**config.mk**
```make
export PLATFORM = sky130hd
export DESIGN_NAME = cache_writeback_ctrl
export DESIGN_NICKNAME = d
export VERILOG_FILES = /design/src/rtl/cache_writeback_ctrl.sv
export SDC_FILE = /design/constraint.sdc
export NUM_CORES = 1
export LEC_CHECK = 0
export CAP_MARGIN = 20
export CORE_AREA = 2 2 444 446
export CTS_BUF_LIST = sky130_fd_sc_hd__clkbuf_16
export DETAILED_ROUTE_END_ITERATION = 8
export DIE_AREA = 0 0 446 448
export PLACE_DENSITY = 0.43
export SLEW_MARGIN = 25
export SYNTH_ARGS = -nofsm -noshare
export SYNTH_HDL_FRONTEND = slang
export SYNTH_SLANG_ARGS = --single-unit
export TNS_END_PERCENT = 1
```
**constraint.sdc**
```tcl
create_clock -name clk -period 3.57 [get_ports clk]
set_input_delay 0.714 -clock clk [delete_from_list [all_inputs] [get_ports clk]]
set_output_delay 0.714 -clock clk [all_outputs]
set_load 0.005 [all_outputs]
```
**src/rtl/cache_writeback_ctrl.sv**
```systemverilog
// Miss handler for a 2-way cache: writes back a dirty LRU victim, fills the line, then signals completion.
// Optional build macro CACHE_WB_PERF_CNT_EN adds saturating writeback/fill counters.
module cache_writeback_ctrl (
  input  logic         clk,
  input  logic         rst_n,
  input  logic         miss_req,
  input  logic [31:0]  mem_address,
  input  logic         lru,
  input  logic         dirty_0,
  input  logic         dirty_1,
  input  logic [23:0]  victim_tag,
  input  logic [255:0] victim_data,
  output logic [31:0]  pmem_address,
  output logic         pmem_read,
  output logic         pmem_write,
  output logic [255:0] pmem_wdata,
  input  logic         pmem_resp,
  input  logic [255:0] pmem_rdata,
  output logic [255:0] fill_data,
  output logic         line_load,
  output logic         clr_dirty,
  output logic         miss_done,
  output logic         busy,
  output logic [1:0]   state_dbg
`ifdef CACHE_WB_PERF_CNT_EN
  ,
  output logic [15:0]  wb_count,
  output logic [15:0]  fill_count
`endif
);

  typedef enum logic [1:0] {
    IDLE      = 2'd0,
    WRITEBACK = 2'd1,
    FILL      = 2'd2,
    DONE      = 2'd3
  } state_t;

  state_t         state_q, state_d;
  logic [23:0]    tag_q;
  logic [255:0]   wdata_q;
  logic           lru_q;
  logic [26:0]    line_addr_q;
  logic [255:0]   fill_q;
  logic           victim_dirty;
  logic           accept;
  logic           unused_inputs;

  assign victim_dirty  = lru ? dirty_1 : dirty_0;
  assign accept        = (state_q == IDLE) && miss_req;
  // Offset bits never reach memory; lru_q is kept only to pin the victim way for the transaction.
  assign unused_inputs = ^{mem_address[4:0], lru_q};

  always_ff @(posedge clk or negedge rst_n) begin
    if (!rst_n) state_q <= IDLE;
    else        state_q <= state_d;
  end

  // Snapshot of the victim and miss address; inputs may change freely afterwards.
  always_ff @(posedge clk or negedge rst_n) begin
    if (!rst_n) begin
      tag_q       <= '0;
      wdata_q     <= '0;
      lru_q       <= 1'b0;
      line_addr_q <= '0;
    end else if (accept) begin
      tag_q       <= victim_tag;
      wdata_q     <= victim_data;
      lru_q       <= lru;
      line_addr_q <= mem_address[31:5];
    end
  end

  always_ff @(posedge clk or negedge rst_n) begin
    if (!rst_n)         fill_q <= '0;
    else if (line_load) fill_q <= pmem_rdata;
  end

  // Memory handshake: pmem_read/pmem_write with address and write data are held
  // constant until the cycle pmem_resp=1; that cycle completes the access.
  always_comb begin
    state_d      = state_q;
    pmem_read    = 1'b0;
    pmem_write   = 1'b0;
    pmem_address = '0;
    pmem_wdata   = '0;
    clr_dirty    = 1'b0;
    line_load    = 1'b0;
    miss_done    = 1'b0;
    fill_data    = fill_q;
    case (state_q)
      IDLE: begin
        if (miss_req) state_d = victim_dirty ? WRITEBACK : FILL;
      end
      WRITEBACK: begin
        pmem_write   = 1'b1;
        pmem_address = {tag_q, line_addr_q[2:0], 5'b0};
        pmem_wdata   = wdata_q;
        if (pmem_resp) begin
          clr_dirty = 1'b1;
          state_d   = FILL;
        end
      end
      FILL: begin
        pmem_read    = 1'b1;
        pmem_address = {line_addr_q, 5'b0};
        if (pmem_resp) begin
          line_load = 1'b1;
          fill_data = pmem_rdata;
          state_d   = DONE;
        end
      end
      DONE: begin
        miss_done = 1'b1;
        state_d   = IDLE;
      end
      default: state_d = IDLE;
    endcase
  end

  assign busy      = (state_q != IDLE);
  assign state_dbg = state_q;

`ifdef CACHE_WB_PERF_CNT_EN
  always_ff @(posedge clk or negedge rst_n) begin
    if (!rst_n) begin
      wb_count   <= '0;
      fill_count <= '0;
    end else begin
      if (clr_dirty && (wb_count != 16'hFFFF))   wb_count   <= wb_count + 16'd1;
      if (line_load && (fill_count != 16'hFFFF)) fill_count <= fill_count + 16'd1;
    end
  end
`endif

endmodule

```
# Word-level counts from Yosys, hierarchy flattened
# Cells that the tools add are included.
classes:
  reduce_logical: 4
  eq_ne: 6
  mux: 16
ops:
  columns: ["op", "count"]
  rows:
  - ["$mux 256", 3]
  - ["$pmux 32 s2", 1]
  - ["$mux 2", 4]
  - ["$pmux 2 s4", 1]
  - ["$mux 1", 7]
  - ["$ne 2x2->1 const B", 3]
  - ["$eq 2x2->1 const B", 2]
  - ["$reduce_and 3->1", 1]
  - ["$eq 2x1->1 const B", 1]
  - ["$logic_not 2->1", 1]
  - ["$reduce_bool 2->1", 1]
  - ["$logic_and 1x1->1", 1]
word_totals:
  input_bits: 575
  wordCells: 31
  regBits: 565
  out_inout_bits: 552

# Longest topological paths before layout
logic_depth:
  depth_word: 4
  ltp_mapped: 7
  ltp_nobuf: 5

# Least setup slack after synthesis
# OpenSTA, ideal clock, no wires.
synth_timing:
  path_type: "register to output"
  startpoint: "register state_q[0] (netlist: state_dbg[0])"
  endpoint: "output fill_data[100]"
  path_stages_with_launch: 8
  path_slack_ns: 1.254
  arrival_time_ns: 1.602
  cell_sequence: "dfrtp_1 -> inv_1 -> ha_1 -> and2_1 -> buf_6 -> buf_6 -> buf_6 -> mux2_2"
synth_via:
  elab_chain_cells: 2
synth_lines:
  columns: ["element", "line", "rtl"]
  rows:
  - ["start: declaration", "39", "state_t state_q, state_d;"]
  - ["start signal: assignment", "56", "else state_q <= state_d;"]
  - ["$eq 2x2->1", "91", "case (state_q)"]
  - ["$mux 256", "91", null]
  - ["end: declaration", "19", "output logic [255:0] fill_data,"]
# Every way passes these cells.

# Worst setup path in the final report
layout_timing:
  startpoint: "register state_q[0] (netlist: state_dbg[0])"
  endpoint: "output fill_data[200]"
# The elaborated chain is that of the path after synthesis.

==> results.toml <==
[run_status]
outcome = "finished, final reports clean"

[floorplan]
rows = 162
pin_count = 1127
die_x_um = 446
die_area_mm2 = 0.200
initial_utilization = 0.144
core_footprint_mm2 = 0.195
dieHeight_um = 448

[final_layout]
flow.area_growth_from_synthesis_pct = 63.1
finalInstanceArea_mm2 = 0.0456
layout.cells.most_common = "clkdlybuf4s50_1"
layout.filler_cells = 20646
share_of_final_layout_standard_cells_stronger_than_drive_strength_1 = 0.330
design.final.nets = 3639
layout.cells.most_common_list = "clkdlybuf4s50_1 (804), dfrtp_1 (565), mux2_2 (383)"

[place]
place_hpwl_mm = 94.8
gpl.final_weighted_congestion = 0.853
io_buffers = 1116
post_dp_cell_area_mm2 = 0.0425

[clock_network]
clock_tree.root_cell = "clkbuf_16"
buffer_levels_on_the_longest_clock_path = 3
clkTransAtPathRegs_ns = 0.06
tritoncts.num_buffers = 78
tritoncts = "done"
cts_max_level = 3
clkLatencyLatePin_ns = 0.69
tritoncts_num_sinks = 565
cts_hold_repair.buffers = 0

[logic_synthesis]
netlist-cell-type-count = 22
sequential_fraction_of_the_synthesis_area = 0.506
post_synth_inst_count = 1846
syn_area_per_cell_um2 = 15.1
seq_cells_post_synth = 565
synth-warning-count = 0
cell_area_after_synthesis_mm2 = 0.0279

[power_and_ir_drop]
static-leakage-power_nw = 20.2
p_per_area_mw_per_mm2 = 821
ir_drop_mv = 0.319

[timing]
relSlewSlack = 0.399
timing_hold_violations_final = 0
finalCritPeriodShare = 0.993
worst_max_slew_pin_slew_ns = 0.902
fin_hold_ws_ns = 0.0958
rsz0062_at_grt = "true"
achievable-frequency_mhz = 282
final-max-slew-violation-count = 0
final_min_period_ns = 3.54
finalSetupViolCount = 0
skew_ns = 0.0241

[detailed_routing]
remaining_drc_errors = 0
postRouteWirelength_mm = 123
wire_per_inst_um = 21.7
drtAntennaViolNets = 0
firstDrtPassIters = 4
vias = 19540
vias_per_cell = 3.44
drt-initial-drc-count = 734

[grt]
first_global_vias = 20802
global_route.usage.total = 0.119
wire_length_of_the_first_global_routing_pass_mm = 167
overflow = 0
number_of_antenna_violations_at_the_first_check_in_global_routing = 45
grt_start_max_net_pins = 69

[setup_path]
r2r_cells = 6
r2r_setup_slack_ns = 1.09
critPathLaunchType = "flop"
critical_path.reg2reg.startpoint = "state_dbg[1]"
cpMostUsedCell = "buf_12"
critical_path.max_fanout = 16
timing.critical_path.arrival_ns = 2.83
timing.critical_path.to_type = "output pin"
r2r-end = "tag_q[2]"
worst_ep_required_time_ns = 2.86
cp.depth = 8
crit_path_cell_trace = "inv_2 > ha_4 > and2_4 > buf_4 > buf_12 > buf_12 > mux2_1 > clkdlybuf4s50_1"
worstPathBufferInverterCount = 5
critPathKind = "reg2out"
critical_path.max_stage_delay_ns = 0.50
worst_path_max_delay_cell = "clkdlybuf4s50_1"
path_delay_family = "buffers and inverters"

[hold_path]
hp-class = "in2async"

[flow_run]
drv.max_cap_violation_count = 0
kinds of logic after synthesis:
| kind of cell | after synthesis | share of synthesized area |
|---|---|---|
| AOI/OAI and AO/OA | 30 | 0.00788 |
| adders and majority gates | 6 | 0.00269 |
| buffers and inverters | 136 | 0.0399 |
| DFF | 565 | 0.506 |
| muxes | 821 | 0.379 |
| other | 1 | 0.000134 |
| and+or+nand+nor | 287 | 0.0641 |
synth_stat cells (all sizes together):
| library cell | n | area [µm²] |
|---|---|---|
| mux2 | 819 | 10600 |
| dfrtp | 565 | 14100 |
| and2 | 261 | 1630 |
| buf | 100 | 980 |
| clkbuf | 32 | 120 |
| a22oi | 24 | 180 |
| nor2b | 24 | 150 |
| ha | 6 | 75.1 |
| inv | 4 | 15.0 |
| mux2i | 2 | 20.0 |
| nand2 | 2 | 7.51 |
| o21ai | 2 | 10.0 |
| a21oi | 1 | 5.00 |
| a32o | 1 | 10.0 |
| conb | 1 | 3.75 |
| o21a | 1 | 7.51 |
| o21bai | 1 | 7.51 |
state kept, by name, summed over array words and instances, names as in the netlist:
signal,cells
line_addr_q,27
tag_q,24
state_dbg,2
wdata_q,256
fill_q,256
how the worst max path moves through the flow:
stage,slack [ns],endpoint,startpoint
2_1_floorplan,1.25,fill_data[100],state_dbg[0]
3_3_place_gp,-0.02,fill_data[170],pmem_resp
3_5_place_dp,-0.02,fill_data[170],pmem_resp
4_1_cts,-0.19,fill_data[80],state_dbg[0]
5_1_grt,-0.18,fill_data[200],state_dbg[0]
6_report,0.03,fill_data[200],state_dbg[0]
power breakdown:
group	switching [mW]	internal, mW
clock	3.26	4.34
combinational	6.55	11.5
sequential	2.07	9.72
layout make-up:
type,count,area (µm²),share of cell area
antenna,21,52.6,0.00115
clock buffer,80,2000,0.0439
clock inverter,51,385,0.00846
inverter,4,17.5,0.000384
multi-input combinational,1149,12800,0.281
sequential,565,14100,0.310
tap,2542,3180,0.0698
timing repair buffer,1260,13000,0.285
per-layer routing:
layer  track usage  wire length (µm)  vias up
li1              -                 -     8886
met1         0.137             48000     9780
met2         0.203             61700      665
met3        0.0412             10200      171
met4        0.0397              3070       38
met5             0               246        -
timing repair:
action	4_1_cts	5_1_grt
buffers inserted	17	0
gates cloned	9	2
pin swaps	2	2
setup endpoints to repair	471	213
resized for setup	337	124
metrics by stage:
stage / worst slack, ns / instances / setup TNS [ns] / total power [mW] / utilization
after floorplan: 1.25 / 1850 / 0 / 20.8 / -
after global routing: -0.184 / 5658 / -4.58 / 39.8 / 0.234
after CTS: -0.190 / 5649 / -7.70 / 38.2 / 0.233
after global placement: -0.0230 / 5492 / -0.0440 / 30.4 / 0.218
after detailed placement: -0.0199 / 5492 / -0.0224 / 30.5 / 0.218
final: 0.0255 / 5672 / 0 / 37.4 / 0.234
(Power assumes the default switching activity.)
